===== config.mk =====
export PLATFORM = sky130hd
export DESIGN_NAME = red_pitaya_hk_gen2_flat
export DESIGN_NICKNAME = d
export VERILOG_FILES = /design/src/rtl/red_pitaya_hk_gen2_if.sv /design/src/rtl/red_pitaya_hk_gen2.sv /design/src/flat_wrapper.sv
export SDC_FILE = /design/constraint.sdc
export NUM_CORES = 1
export LEC_CHECK = 0
export ABC_AREA = 1
export CELL_PAD_IN_SITES_DETAIL_PLACEMENT = 1
export CELL_PAD_IN_SITES_GLOBAL_PLACEMENT = 2
export CORE_ASPECT_RATIO = 0.8
export CORE_MARGIN = 1
export CORE_UTILIZATION = 34
export DETAILED_ROUTE_END_ITERATION = 8
export HOLD_SLACK_MARGIN = 0.03
export PLACE_DENSITY_LB_ADDON = 0.2
export SYNTH_ARGS = -nofsm -noshare
export SYNTH_HDL_FRONTEND = slang
export SYNTH_SLANG_ARGS = --single-unit

===== constraint.sdc =====
create_clock -name clk_i -period 13.4 [get_ports clk_i]
set_input_delay 4.02 -clock clk_i [delete_from_list [all_inputs] [get_ports clk_i]]
set_output_delay 4.02 -clock clk_i [all_outputs]
set_load 0.1 [all_outputs]

===== src/rtl/red_pitaya_hk_gen2_if.sv =====
// System-bus slave port shared by the housekeeping block and its neighbours.
// The master drives address, data and strobes; the slave returns data, ack and err.
interface red_pitaya_hk_gen2_if;
  logic [31:0] sys_addr;
  logic [31:0] sys_wdata;
  logic [3:0]  sys_sel;
  logic        sys_wen;
  logic        sys_ren;
  logic [31:0] sys_rdata;
  logic        sys_err;
  logic        sys_ack;

  modport master (
    output sys_addr, sys_wdata, sys_sel, sys_wen, sys_ren,
    input  sys_rdata, sys_err, sys_ack
  );

  modport slave (
    input  sys_addr, sys_wdata, sys_sel, sys_wen, sys_ren,
    output sys_rdata, sys_err, sys_ack
  );
endinterface


===== src/rtl/red_pitaya_hk_gen2.sv =====
// Housekeeping block: design ID, FPGA DNA readout (restartable FSM), LEDs,
// digital_loop flag and the bidirectional expansion connector with synchronised
// inputs and sticky rising-edge flags (write-1-to-clear).
// Optional feature: define HK_HEARTBEAT_EN to add a free-running heartbeat counter
// that can drive the top LED (enable bit at 0x38).
module red_pitaya_hk_gen2 #(
  parameter int          DWL     = 8,
  parameter int          DWE     = 8,
  parameter logic [56:0] DNA     = 57'h0823456789ABCDE,
  parameter logic [31:0] ID_VAL  = 32'h0000_0002,
  parameter int          DNA_DIV = 4,
  parameter int          HB_BITS = 26
) (
  input  logic                  clk_i,
  input  logic                  rst_i,
  output logic [DWL-1:0]        led_o,
  output logic                  digital_loop,
  input  logic [DWE-1:0]        exp_p_dat_i,
  output logic [DWE-1:0]        exp_p_dat_o,
  output logic [DWE-1:0]        exp_p_dir_o,
  input  logic [DWE-1:0]        exp_n_dat_i,
  output logic [DWE-1:0]        exp_n_dat_o,
  output logic [DWE-1:0]        exp_n_dir_o,
  red_pitaya_hk_gen2_if.slave   bus
);

  localparam int DIV_W = (DNA_DIV > 2) ? $clog2(DNA_DIV) : 1;

  typedef enum logic [1:0] {ST_LOAD, ST_SHIFT, ST_DONE} dna_state_t;

  dna_state_t        dna_state;
  logic              dna_clk;
  logic              dna_read;
  logic              dna_shift;
  logic [DIV_W-1:0]  div_cnt;
  logic [5:0]        bit_cnt;
  logic [56:0]       dna_sr;
  logic [56:0]       dna_value;
  logic              dna_tick;
  logic              dna_rise;
  logic              dna_fall;
  logic              dna_restart;

  logic [DWL-1:0]    led_reg;
  logic [DWE-1:0]    p_sync1, p_sync2, p_sync3, p_flag, p_edge, p_clr;
  logic [DWE-1:0]    n_sync1, n_sync2, n_sync3, n_flag, n_edge, n_clr;
  logic [19:0]       addr;
  logic [31:0]       read_mux;
  logic [31:0]       rdata;
  logic              ack;
  logic              unused_bits;

  assign addr        = bus.sys_addr[19:0];
  assign unused_bits = ^{bus.sys_sel, bus.sys_addr[31:20], bus.sys_wdata};

  assign dna_tick    = (div_cnt == DIV_W'(DNA_DIV - 1)) && (dna_state != ST_DONE);
  assign dna_rise    = dna_tick && !dna_clk;
  assign dna_fall    = dna_tick && dna_clk;
  assign dna_restart = bus.sys_wen && (addr == 20'h00034) && bus.sys_wdata[0];

  // DNA readout FSM; dna_sr stands in for the DNA_PORT shift register (MSB = dout)
  always_ff @(posedge clk_i) begin
    if (rst_i || dna_restart) begin
      dna_state <= ST_LOAD;
      dna_clk   <= 1'b0;
      dna_read  <= 1'b1;
      dna_shift <= 1'b0;
      div_cnt   <= '0;
      bit_cnt   <= '0;
      dna_value <= '0;
      if (rst_i) dna_sr <= '0;
    end else begin
      if (dna_state == ST_DONE) begin
        div_cnt <= '0;
        dna_clk <= 1'b0;
      end else if (dna_tick) begin
        div_cnt <= '0;
        dna_clk <= ~dna_clk;
      end else begin
        div_cnt <= div_cnt + 1'b1;
      end

      if (dna_rise && dna_read) dna_sr <= DNA;
      else if (dna_rise && dna_shift) dna_sr <= {dna_sr[55:0], 1'b0};

      case (dna_state)
        ST_LOAD: begin
          if (dna_fall) begin
            dna_state <= ST_SHIFT;
            dna_read  <= 1'b0;
            dna_shift <= 1'b1;
          end
        end
        ST_SHIFT: begin
          if (dna_rise) begin
            dna_value <= {dna_value[55:0], dna_sr[56]};
            bit_cnt   <= bit_cnt + 1'b1;
            if (bit_cnt == 6'd56) begin
              dna_state <= ST_DONE;
              dna_shift <= 1'b0;
            end
          end
        end
        default: ;
      endcase
    end
  end

  // Three-stage pad capture: two synchroniser stages plus one for edge detection
  always_ff @(posedge clk_i) begin
    if (rst_i) begin
      {p_sync1, p_sync2, p_sync3} <= '0;
      {n_sync1, n_sync2, n_sync3} <= '0;
    end else begin
      p_sync1 <= exp_p_dat_i;
      p_sync2 <= p_sync1;
      p_sync3 <= p_sync2;
      n_sync1 <= exp_n_dat_i;
      n_sync2 <= n_sync1;
      n_sync3 <= n_sync2;
    end
  end

  assign p_edge = p_sync2 & ~p_sync3;
  assign n_edge = n_sync2 & ~n_sync3;
  assign p_clr  = (bus.sys_wen && addr == 20'h00028) ? bus.sys_wdata[DWE-1:0] : '0;
  assign n_clr  = (bus.sys_wen && addr == 20'h0002C) ? bus.sys_wdata[DWE-1:0] : '0;

  // Sticky edge flags; a new edge beats a simultaneous clear
  always_ff @(posedge clk_i) begin
    if (rst_i) begin
      p_flag <= '0;
      n_flag <= '0;
    end else begin
      p_flag <= (p_flag & ~p_clr) | p_edge;
      n_flag <= (n_flag & ~n_clr) | n_edge;
    end
  end

`ifdef HK_HEARTBEAT_EN
  logic [HB_BITS-1:0] hb_cnt;
  logic               hb_en;

  // Free-running heartbeat counter
  always_ff @(posedge clk_i) begin
    if (rst_i) hb_cnt <= '0;
    else       hb_cnt <= hb_cnt + 1'b1;
  end

  // Heartbeat enable register at 0x38
  always_ff @(posedge clk_i) begin
    if (rst_i)                               hb_en <= 1'b0;
    else if (bus.sys_wen && addr == 20'h00038) hb_en <= bus.sys_wdata[0];
  end

  // Top LED follows the heartbeat when enabled
  always_comb begin
    led_o = led_reg;
    if (hb_en) led_o[DWL-1] = hb_cnt[HB_BITS-1];
  end
`else
  localparam int unused_hb_bits = HB_BITS;

  assign led_o = led_reg;
`endif

  // Software-writable control registers; upper write bits are dropped
  always_ff @(posedge clk_i) begin
    if (rst_i) begin
      digital_loop <= 1'b0;
      exp_p_dir_o  <= '0;
      exp_n_dir_o  <= '0;
      exp_p_dat_o  <= '0;
      exp_n_dat_o  <= '0;
      led_reg      <= '0;
    end else if (bus.sys_wen) begin
      case (addr)
        20'h0000C: digital_loop <= bus.sys_wdata[0];
        20'h00010: exp_p_dir_o  <= bus.sys_wdata[DWE-1:0];
        20'h00014: exp_n_dir_o  <= bus.sys_wdata[DWE-1:0];
        20'h00018: exp_p_dat_o  <= bus.sys_wdata[DWE-1:0];
        20'h0001C: exp_n_dat_o  <= bus.sys_wdata[DWE-1:0];
        20'h00030: led_reg      <= bus.sys_wdata[DWL-1:0];
        default: ;
      endcase
    end
  end

  // Read multiplexer with zero extension of narrow fields
  always_comb begin
    read_mux = '0;
    case (addr)
      20'h00000: read_mux = ID_VAL;
      20'h00004: read_mux = dna_value[31:0];
      20'h00008: read_mux[24:0] = dna_value[56:32];
      20'h0000C: read_mux[0] = digital_loop;
      20'h00010: read_mux[DWE-1:0] = exp_p_dir_o;
      20'h00014: read_mux[DWE-1:0] = exp_n_dir_o;
      20'h00018: read_mux[DWE-1:0] = exp_p_dat_o;
      20'h0001C: read_mux[DWE-1:0] = exp_n_dat_o;
      20'h00020: read_mux[DWE-1:0] = p_sync2;
      20'h00024: read_mux[DWE-1:0] = n_sync2;
      20'h00028: read_mux[DWE-1:0] = p_flag;
      20'h0002C: read_mux[DWE-1:0] = n_flag;
      20'h00030: read_mux[DWL-1:0] = led_reg;
      20'h00034: read_mux[1:0] = {dna_state != ST_DONE, dna_state == ST_DONE};
`ifdef HK_HEARTBEAT_EN
      20'h00038: read_mux[0] = hb_en;
`endif
      default: read_mux = '0;
    endcase
  end

  // Registered bus response: ack one cycle after any strobe, data alongside it
  always_ff @(posedge clk_i) begin
    if (rst_i) begin
      ack   <= 1'b0;
      rdata <= '0;
    end else begin
      ack   <= bus.sys_wen | bus.sys_ren;
      rdata <= bus.sys_ren ? read_mux : 32'h0;
    end
  end

  assign bus.sys_ack   = ack;
  assign bus.sys_rdata = rdata;
  assign bus.sys_err   = 1'b0;

endmodule

===== src/flat_wrapper.sv =====
// flat-port wrapper written by rule: the top's interface ports become plain ports
module red_pitaya_hk_gen2_flat 
#(
  parameter int          DWL     = 8,
  parameter int          DWE     = 8,
  parameter logic [56:0] DNA     = 57'h0823456789ABCDE,
  parameter logic [31:0] ID_VAL  = 32'h0000_0002,
  parameter int          DNA_DIV = 4,
  parameter int          HB_BITS = 26
)
  (clk_i, rst_i, led_o, digital_loop, exp_p_dat_i, exp_p_dat_o, exp_p_dir_o, exp_n_dat_i, exp_n_dat_o, exp_n_dir_o, bus_sys_addr, bus_sys_wdata, bus_sys_sel, bus_sys_wen, bus_sys_ren, bus_sys_rdata, bus_sys_err, bus_sys_ack);
  red_pitaya_hk_gen2_if bus_i ();
  input  logic clk_i;
  input  logic rst_i;
  output logic [DWL-1:0] led_o;
  output logic digital_loop;
  input  logic [DWE-1:0] exp_p_dat_i;
  output logic [DWE-1:0] exp_p_dat_o;
  output logic [DWE-1:0] exp_p_dir_o;
  input  logic [DWE-1:0] exp_n_dat_i;
  output logic [DWE-1:0] exp_n_dat_o;
  output logic [DWE-1:0] exp_n_dir_o;
  input wire logic [$bits(bus_i.sys_addr)-1:0] bus_sys_addr;
  input wire logic [$bits(bus_i.sys_wdata)-1:0] bus_sys_wdata;
  input wire logic [$bits(bus_i.sys_sel)-1:0] bus_sys_sel;
  input wire logic [$bits(bus_i.sys_wen)-1:0] bus_sys_wen;
  input wire logic [$bits(bus_i.sys_ren)-1:0] bus_sys_ren;
  output wire logic [$bits(bus_i.sys_rdata)-1:0] bus_sys_rdata;
  output wire logic [$bits(bus_i.sys_err)-1:0] bus_sys_err;
  output wire logic [$bits(bus_i.sys_ack)-1:0] bus_sys_ack;
  assign bus_i.sys_addr = bus_sys_addr;
  assign bus_i.sys_wdata = bus_sys_wdata;
  assign bus_i.sys_sel = bus_sys_sel;
  assign bus_i.sys_wen = bus_sys_wen;
  assign bus_i.sys_ren = bus_sys_ren;
  assign bus_sys_rdata = bus_i.sys_rdata;
  assign bus_sys_err = bus_i.sys_err;
  assign bus_sys_ack = bus_i.sys_ack;
  red_pitaya_hk_gen2 #(.DWL(DWL), .DWE(DWE), .DNA(DNA), .ID_VAL(ID_VAL), .DNA_DIV(DNA_DIV), .HB_BITS(HB_BITS)) u_core (.clk_i(clk_i), .rst_i(rst_i), .led_o(led_o), .digital_loop(digital_loop), .exp_p_dat_i(exp_p_dat_i), .exp_p_dat_o(exp_p_dat_o), .exp_p_dir_o(exp_p_dir_o), .exp_n_dat_i(exp_n_dat_i), .exp_n_dat_o(exp_n_dat_o), .exp_n_dir_o(exp_n_dir_o), .bus(bus_i));
endmodule

-- Word-level counts from Yosys, hierarchy flattened
Index checks and enable logic that the tools add are counted.
- add/subtract/negate cells: 2
- equal/unequal tests: 22
- muxes and demuxes: 18
- bitwise gates (word level): 14
- reduce and logical (&&, ||, !) cells: 29
- operators with widths (operator ; number):
    $mux 57 ; 4
    $eq 20x6->1 const B ; 6
    $eq 20x5->1 const B ; 4
    $pmux 6 s11 ; 1
    $eq 20x4->1 const B ; 2
    $pmux 17 s2 ; 1
    $and 8x8->8 ; 4
    $not 8->8 ; 4
    $pmux 1 s13 ; 2
    $eq 20x3->1 const B ; 1
    $logic_not 20->1 ; 1
    $reduce_and 2->1 ; 9
    $mux 8 ; 2
    $or 8x8->8 ; 2
    $logic_and 1x1->1 ; 9
    $add 6x1->6 const B ; 1
    $eq 6x6->1 const B ; 1
    $mux 2 ; 3
    $ne 2x1->1 const B ; 3
    $reduce_or 3->1 ; 2
    $eq 2x2->1 const B ; 2
    $ne 2x2->1 const B ; 2
    $pmux 2 s2 ; 1
    $reduce_and 4->1 ; 1
    other kinds (12) ; 17
- bits in registers: 265
- bits of input ports: 88
- output and inout port bits: 75
- logic and storage cells: 110

-- Depth between registers and ports, before layout
Gate-level depths: netlist (run 1).
- word-level depth: 7
- mapped depth: 13
- depth with buffers taken out: 12

-- Worst setup path before layout (run 1)
Ideal clock, no wire load.
- path type: input-to-reg
- start: in bus_sys_addr[2]
- end: reg u_core.dna_sr[10] (enable)
- setup time: 0.547 ns
- arrival time: 8.577 ns
- required time: 12.853 ns
- setup slack: 4.276 ns
- stages: 8
- path buffers: 1
- cells stage by stage: inv_1 nor2_1 nand2_1 nor2_4 nand3_2 o21ai_2 buf_4 o21ai_0
- word-level cells in the longest chain between the ends: 6
- elaborated cells between the ends (all ways): 7
- those cells by class: 2 x eq/ne; 5 x reduce/logical
- RTL lines (element ; RTL line ; text):
    start, declared ; flat_wrapper.sv:23 ; input wire logic [$bits(bus_i.sys_addr)-1:0] bus_sys_addr;
    $eq 20x6->1 * ; red_pitaya_hk_gen2.sv:59 ; assign dna_restart = bus.sys_wen && (addr == 20'h00034) && bus.sys_wdata[0];
    $logic_and 1x1->1 * (2 in series) ; red_pitaya_hk_gen2.sv:59 ;
    $logic_or 1x1->1 * ; red_pitaya_hk_gen2.sv:63 ; if (rst_i || dna_restart) begin
    $ne 2x2->1 (no source line) / $reduce_bool 3->1 (equally long branches) ; n/a ;
    $reduce_and 2->1 (no source line) * ; n/a ;
    end signal, assigned ; red_pitaya_hk_gen2.sv:84 ; else if (dna_rise && dna_shift) dna_sr <= {dna_sr[55:0], 1'b0};
    end, declared ; red_pitaya_hk_gen2.sv:37 ; logic [56:0] dna_sr;
Every way passes the cells marked *; elsewhere a longest branch is shown, timed or not.
A chain may end at the register's enable or synchronous reset.

-- Final worst setup path (run 1)
- start: in bus_sys_addr[2]
- end: reg u_core.dna_sr[47] (enable)
The elaborated chain is that of the path after synthesis.

==> results of run 1 <==
through the flow:
step / util / setup slack (ns)
2_1_floorplan: - / 4.276
3_3_place_gp: 0.3989 / 6.230
3_5_place_dp: 0.3989 / 6.219
4_1_cts: 0.4315 / 6.783
5_1_grt: 0.4315 / 6.560
6_report: 0.4315 / 6.789
power groups by stage:
stage / clock network, mW / logic (mW) / registers [mW]
2_1_floorplan: 0 / 0.0440 / 0.861
3_3_place_gp: 0 / 0.0749 / 0.860
3_5_place_dp: 0 / 0.0765 / 0.861
4_1_cts: 0.826 / 0.0769 / 0.844
5_1_grt: 0.859 / 0.0850 / 0.846
6_report: 0.806 / 0.0754 / 0.844
cells in the mapped netlist:
cell	n	area, sq um
a211oi_1	2	15.01
a211oi_2	5	62.56
a21oi_1	127	635.6
buf_1	3	11.26
buf_2	32	160.2
buf_4	16	120.1
buf_6	1	11.26
clkbuf_1	19	71.32
clkinv_1	3	11.26
conb_1	1	3.750
dfxtp_1	207	4144
edfxtp_1	56	1682
ha_1	3	37.54
inv_1	182	683.2
inv_2	2	7.510
nand2_1	135	506.7
nand2_2	2	12.51
nand3_1	15	75.07
nand3_2	5	50.05
nand3b_1	1	7.510
nand4_1	68	425.4
nand4_4	1	21.27
nor2_1	223	837.1
nor2_2	7	43.79
nor2_4	5	56.30
nor3_1	1	5.000
nor3_4	1	16.27
nor3b_1	1	7.510
nor4_1	1	6.260
nor4b_1	1	8.760
o211ai_1	6	45.04
o211ai_4	1	21.27
o21a_1	1	7.510
o21ai_0	53	265.3
o21ai_1	3	15.01
o21ai_2	1	8.760
o22ai_1	17	106.4
o32ai_1	16	140.1
xor2_1	1	8.760
state kept, by name (all words and copies together) (netlist names), 2 cells and up:
register and cells:
u_core.n_sync2 8, u_core.div_cnt 2, u_core.p_sync2 8, u_core.exp_n_dat_o 8, u_core.n_flag 8, u_core.dna_value 57
u_core.exp_p_dir_o 8, u_core.p_flag 8, u_core.dna_state 2, u_core.bus.sys_rdata 32, u_core.n_sync1 8, u_core.p_sync3 8
u_core.dna_sr 56, u_core.exp_p_dat_o 8, u_core.p_sync1 8, u_core.exp_n_dir_o 8, u_core.bit_cnt 6, u_core.led_o 8
u_core.n_sync3 8
per-layer routing:
layer  share of wire  wire length, microns
met1            0.52                 15320
met4           0.016                   466
met3           0.050                  1476
met2            0.41                 12150
met5               0                     0
kinds of logic (layout without fill, tap and decap cells):
family | after synthesis | count (layout)
buffers and inverters | 258 | 372
other | 1 | 1
AND/OR/NAND/NOR | 467 | 467
flip-flops | 263 | 263
XOR/XNOR | 1 | 1
adder cells (fa/ha/maj) | 3 | 3
AO/OA/AOI/OAI | 232 | 232
cell type report:
class                   count  area (sq um)  share of cell area
well taps                 406         508.0             0.03972
inverters                 187         701.9             0.05489
flip-flops and latches    263          5826              0.4555
clock buffers              38         809.5             0.06330
clock inverters            13         156.4             0.01223
multi-input cells         704          3483              0.2724
repair buffers            134          1304              0.1019
final timing paths:
path,slack [ns],endpoint,startpoint
max,6.79,u_core.dna_sr[47]$_SDFFCE_PP0P_,bus_sys_addr[2]
min,0.40,u_core.p_sync2[7]$_SDFF_PP0_,u_core.p_sync1[7]$_SDFF_PP0_
max reg2reg,10.37,u_core.bit_cnt[4]$_SDFFE_PP0P_,u_core.div_cnt[0]$_SDFF_PP0_
min reg2reg,0.40,u_core.p_sync2[7]$_SDFF_PP0_,u_core.p_sync1[7]$_SDFF_PP0_
worst max-delay path: stages:
cell and delay (ns):
clkdlybuf4s50_1 0.51, inv_1 0.07, nor2_1 0.08, nand2_1 0.11, nor2_4 0.57, nand3_2 0.27, o21ai_4 0.21, buf_4 0.51
o21ai_4 0.06, buf_4 0.36
==> impl_metrics.py, run 1 <==
metrics = {
    "die": {
        "dieHeight_microns": 158.1,
        "num_io_pins": 163,
        "initial_core_util": 0.3493,
        "die_w_microns": 197.1,
        "fp-row-count": 56,
        "die-area_sq_um": 31160,
        "core_area_sq_um": 29640,
    },
    "timing": {
        "timing.hold.ws_ns": 0.3998,
        "fin_tns_setup_ns": 0,
        "finalClockSkew_ns": 0.01371,
        "rsz0062_at_grt": "no",
        "hold_violations": 0,
        "finalCriticalPeriod_ns": 6.611,
        "max_freq_ghz": 0.1513,
        "worst_pin_slew_ns": 1.080,
        "slew_headroom": 0.2802,
        "post-route-period-util": 0.4933,
        "setup_viol": 0,
        "slew_violations": 0,
    },
    "routing": {
        "via_count": 8370,
        "viasPerCell": 4.797,
        "ant_nets": 0,
        "drc_errors": 0,
        "wl_microns": 29410,
        "initialDrtViolationCount": 388,
        "drtPass1Iterations": 5,
        "wl_per_cell_microns": 16.86,
    },
    "yosys": {
        "synth_top_family_by_area": "simple AND/OR/NAND/NOR gates",
        "yosys_warnings": 0,
        "yosys.area_share.simple": 0.2008,
        "yosysSeqAreaShare": 0.5627,
        "synth_nets": 1316,
        "synth.distinct_cells": 39,
        "synth_compound_area_frac": 0.1277,
        "synthMuxAreaShare": 0,
        "synth_fa_ha_area_frac": 0.003625,
        "synth_xor_area_frac": 0.0008459,
        "syn_area_per_cell_sq_um": 8.452,
        "ys_ff_latch": 263,
        "syn_inst": 1225,
        "synth_area_sq_um": 10350,
    },
    "clocking": {
        "clk_path_buf_depth": 3,
        "clock-sinks": 263,
        "clk_pin_slew_worst_paths_ns": 0.06,
        "cts_hold_buf": 0,
        "cts_tree": "built",
        "cts_resized": 0,
        "clk_latency_ns": 0.55,
        "htree_levels": 1,
        "clock-root-buffer": "clkbuf_16",
        "post_cts_buffers": 0,
        "numCtsBuffers": 28,
    },
    "placed_design": {
        "dp.cells": 1694,
        "globalplace.congestion": 0.7578,
        "place_area_sq_um": 11820,
        "io_buffer_count": 121,
        "dp_hpwl_microns": 19050,
    },
    "power_and_ir_drop": {
        "clkPwrFrac": 0.467,
        "p_int_mw": 1.343,
        "switching_share": 0.2222,
        "p_seq_frac": 0.489,
        "p_leak_nw": 5.021,
        "pwr-share-comb": 0.044,
        "power_mw": 1.726,
        "p_sw_mw": 0.3834,
        "peakVddDrop_mv": 0.09224,
        "power_density_nw_per_um2": 135.0,
    },
    "global_route": {
        "grt_pass1_wl_microns": 46420,
        "grt_max_degree": 106,
        "grtUsageMet3": 0.03579,
        "overflow": 0,
        "use_met2": 0.2842,
        "grt_antenna_before_repair": 0,
        "grt.total_usage": 0.1906,
        "grt_pass1_vias": 8265,
        "gr-usage-met1": 0.2818,
        "busiest_layer": "met2",
    },
    "final_layout": {
        "layout_common_cells": "nor2_1, dfxtp_1, inv_1, nand2_1, a21oi_1",
        "layout.nets": 1409,
        "syn_to_final_growth_pct": 23.52,
        "finalInstanceArea_sq_um": 12790,
        "final_common_cell": "nor2_1",
        "antenna_cells": 0,
        "drive_above_1_share": 0.06647,
        "fill_cells": 3472,
        "final_cells": 1745,
    },
    "worst_setup_path": {
        "required_ns": 13.61,
        "endpoint_kind": "flop",
        "crit_arrival_ns": 6.82,
        "crit_fanout": 56,
        "critPathLaunchType": "input pin",
        "critPathKind": "input pin to flop",
        "ff2ff_path_depth": 9,
    },
    "run": {
        "drv_cap": 0,
    },
    "hold_path": {
        "min_delay_path_depth": 2,
        "hp-class": "flop to flop",
    },
    "run_status": {
        "outcome": "finished, final reports clean",
    },
}
(Power assumes the default switching activity.)
==> run 2, diff against run 1 <==
--- a/config.mk
+++ b/config.mk
@@ -10,7 +10,7 @@
 export CELL_PAD_IN_SITES_GLOBAL_PLACEMENT = 2
 export CORE_ASPECT_RATIO = 0.8
 export CORE_MARGIN = 1
-export CORE_UTILIZATION = 34
+export CORE_UTILIZATION = 32
 export DETAILED_ROUTE_END_ITERATION = 8
 export HOLD_SLACK_MARGIN = 0.03
 export PLACE_DENSITY_LB_ADDON = 0.2
==> constraint.sdc (replaced) <==
create_clock -name clk_i -period 6.4 [get_ports clk_i]
set_input_delay 1.92 -clock clk_i [delete_from_list [all_inputs] [get_ports clk_i]]
set_output_delay 1.92 -clock clk_i [all_outputs]
set_load 0.1 [all_outputs]
==> run 2 against run 1 <==
Power grew 110%. Global-route usage fell by 0.95 points. Hold slack better by 0.0028 ns. Count of clock-buffer cells in the layout is 4 higher. Largest power group unchanged. Sequential power increased by 110%. Clock skew shrank 0.0029 ns. Cell area hardly changed. Sequential share of layout area about the same.
==> impl_metrics.py, run 2 (synthesized netlist as in run 1, its figures left out) <==
metrics = {
    "hold_path": {
        "hp-class": "flop to flop",
    },
    "clocking": {
        "cts_resized": 0,
        "clock-root-buffer": "clkbuf_16",
        "clk_pin_slew_worst_paths_ns": 0.06,
        "cts_tree": "built",
        "htree_levels": 1,
        "post_cts_buffers": 0,
        "clk_latency_ns": 0.56,
        "clock-sinks": 263,
        "clk_path_buf_depth": 3,
        "numCtsBuffers": 28,
        "cts_hold_buf": 0,
    },
    "routing": {
        "initialDrtViolationCount": 556,
        "ant_nets": 0,
        "drtPass1Iterations": 4,
        "viasPerCell": 4.771,
        "wl_microns": 29820,
        "wl_per_cell_microns": 16.93,
        "drc_errors": 0,
        "via_count": 8401,
    },
    "timing": {
        "rsz0062_at_grt": "no",
        "hold_violations": 0,
        "fin_tns_setup_ns": 0,
        "post-route-period-util": 0.6463,
        "fin_ws_ns": 2.264,
        "worst_pin_slew_ns": 1.104,
        "finalClockSkew_ns": 0.01086,
        "max_freq_ghz": 0.2418,
        "finalCriticalPeriod_ns": 4.136,
        "slew_violations": 0,
        "setup_viol": 0,
        "slew_headroom": 0.2625,
    },
    "worst_setup_path": {
        "worst-r2r-setup-slack_ns": 3.33,
        "endpoint_kind": "flop",
        "crit_chain": "clkdlybuf4s50_1 -> nor2_1 -> nand2_1 -> nor2_4 -> buf_4 -> nand2_1 -> nor2_1 -> nand2_1 -> o21ai_0 -> o22ai_1",
        "endpoint": "u_core.n_flag[3]$_SDFF_PP0_",
        "ff2ff_path_depth": 9,
        "crit_cells": 10,
        "r2r_end": "u_core.bit_cnt[4]$_SDFFE_PP0P_",
        "crit_arrival_ns": 4.54,
        "cp_slowest_stage_delay_ns": 0.46,
        "critPathKind": "input pin to flop",
        "required_ns": 6.80,
        "critPathMostFrequentCell": "nand2_1",
        "path_delay_family": "simple AND/OR/NAND/NOR gates",
        "rr_startpoint": "u_core.div_cnt[0]$_SDFF_PP0_",
        "startpoint": "bus_sys_addr[13]",
        "cp_slowest_cell": "buf_4",
        "path_buf_inv": 2,
        "critPathLaunchType": "input pin",
        "crit_fanout": 37,
    },
    "final_layout": {
        "largest_register_ffs": 57,
        "drive_above_1_share": 0.06861,
        "layout_common_cells": "nor2_1, dfxtp_1, inv_1, nand2_1, a21oi_1",
        "regMostFlops": "u_core.dna_value",
        "final_common_cell": "nor2_1",
        "syn_to_final_growth_pct": 23.54,
        "antenna_cells": 0,
        "layout.nets": 1410,
    },
    "die": {
        "fp-row-count": 58,
        "initial_core_util": 0.3272,
        "core_area_sq_um": 31640,
        "die-area_sq_um": 33080,
        "num_io_pins": 163,
        "dieHeight_microns": 162.9,
        "die_w_microns": 203.1,
    },
    "power_and_ir_drop": {
        "switching_share": 0.2240,
        "clkPwrFrac": 0.459,
        "p_leak_nw": 5.021,
        "peakVddDrop_mv": 0.2141,
        "pwr-share-comb": 0.045,
        "p_seq_frac": 0.496,
        "p_sw_mw": 0.7987,
        "p_int_mw": 2.766,
        "power_density_nw_per_um2": 278.7,
        "power_mw": 3.565,
    },
    "global_route": {
        "grt_pass1_wl_microns": 46860,
        "grt_max_degree": 106,
        "grt.total_usage": 0.1811,
        "grt_pass1_vias": 8328,
        "overflow": 0,
        "grt_antenna_before_repair": 0,
    },
    "placed_design": {
        "io_buffer_count": 121,
        "globalplace.congestion": 0.7883,
        "dp_hpwl_microns": 19570,
        "pre_cts_slack_ns": 1.683,
    },
    "run": {
        "drv_cap": 0,
    },
    "run_status": {
        "outcome": "finished, final reports clean",
    },
}
-- run 2: through the flow --
stage / hold slack (ns) / utilization / cell area [sq um] / instances
2_1_floorplan: 0.3883 / - / 10350 / 1225
3_3_place_gp: 0.3969 / 0.3748 / 11860 / 1709
3_5_place_dp: 0.3970 / 0.3748 / 11860 / 1709
4_1_cts: 0.4051 / 0.4043 / 12790 / 1761
5_1_grt: 0.4200 / 0.4043 / 12790 / 1761
6_report: 0.4026 / 0.4043 / 12790 / 1761
-- run 2: worst min path at each step --
stage	from	to	slack [ns]	depth (start not counted)
floorplan	u_core.n_sync1[0]$_SDFF_PP0_	u_core.n_sync2[0]$_SDFF_PP0_	0.39	2
global placement	u_core.n_sync1[2]$_SDFF_PP0_	u_core.n_sync2[2]$_SDFF_PP0_	0.40	2
detailed placement	u_core.n_sync1[4]$_SDFF_PP0_	u_core.n_sync2[4]$_SDFF_PP0_	0.40	2
CTS	u_core.n_sync1[4]$_SDFF_PP0_	u_core.n_sync2[4]$_SDFF_PP0_	0.41	2
global route	u_core.n_sync1[7]$_SDFF_PP0_	u_core.n_sync2[7]$_SDFF_PP0_	0.42	2
finish	u_core.n_sync1[3]$_SDFF_PP0_	u_core.n_sync2[3]$_SDFF_PP0_	0.40	2
-- run 2: power groups by stage --
stage               Combinational [mW]  Sequential (mW)  Clock [mW]
floorplan                       0.0922             1.80           0
finish                           0.160             1.77        1.64
global route                     0.180             1.77        1.75
CTS                              0.163             1.77        1.68
detailed placement               0.161             1.80           0
global placement                 0.159             1.80           0
-- run 2: routing by layer --
layer / track usage / share of wire / vias to the layer above
met3: 0.04082 / 0.059 / 32
met5: 0 / 0 / -
met2: 0.2653 / 0.42 / 157
met1: 0.2693 / 0.51 / 4038
met4: 0.03759 / 0.013 / 0
li1: - / - / 4174
-- run 2: area by class of cell --
class,count,area (sq um)
Clock buffer,42,817.0
Clock inverter,10,113.9
Multi-Input combinational cell,704,3483
Timing Repair Buffer,135,1324
Inverter,187,701.9
Tap cell,420,525.5
Fill cell,3792,18850
Sequential cell,263,5826
-- run 2: tightest hold or removal path, cell delays in order (launching register included) --
cell     delay (ns)
dfxtp_1        0.29
inv_1          0.04
nor2_1         0.03
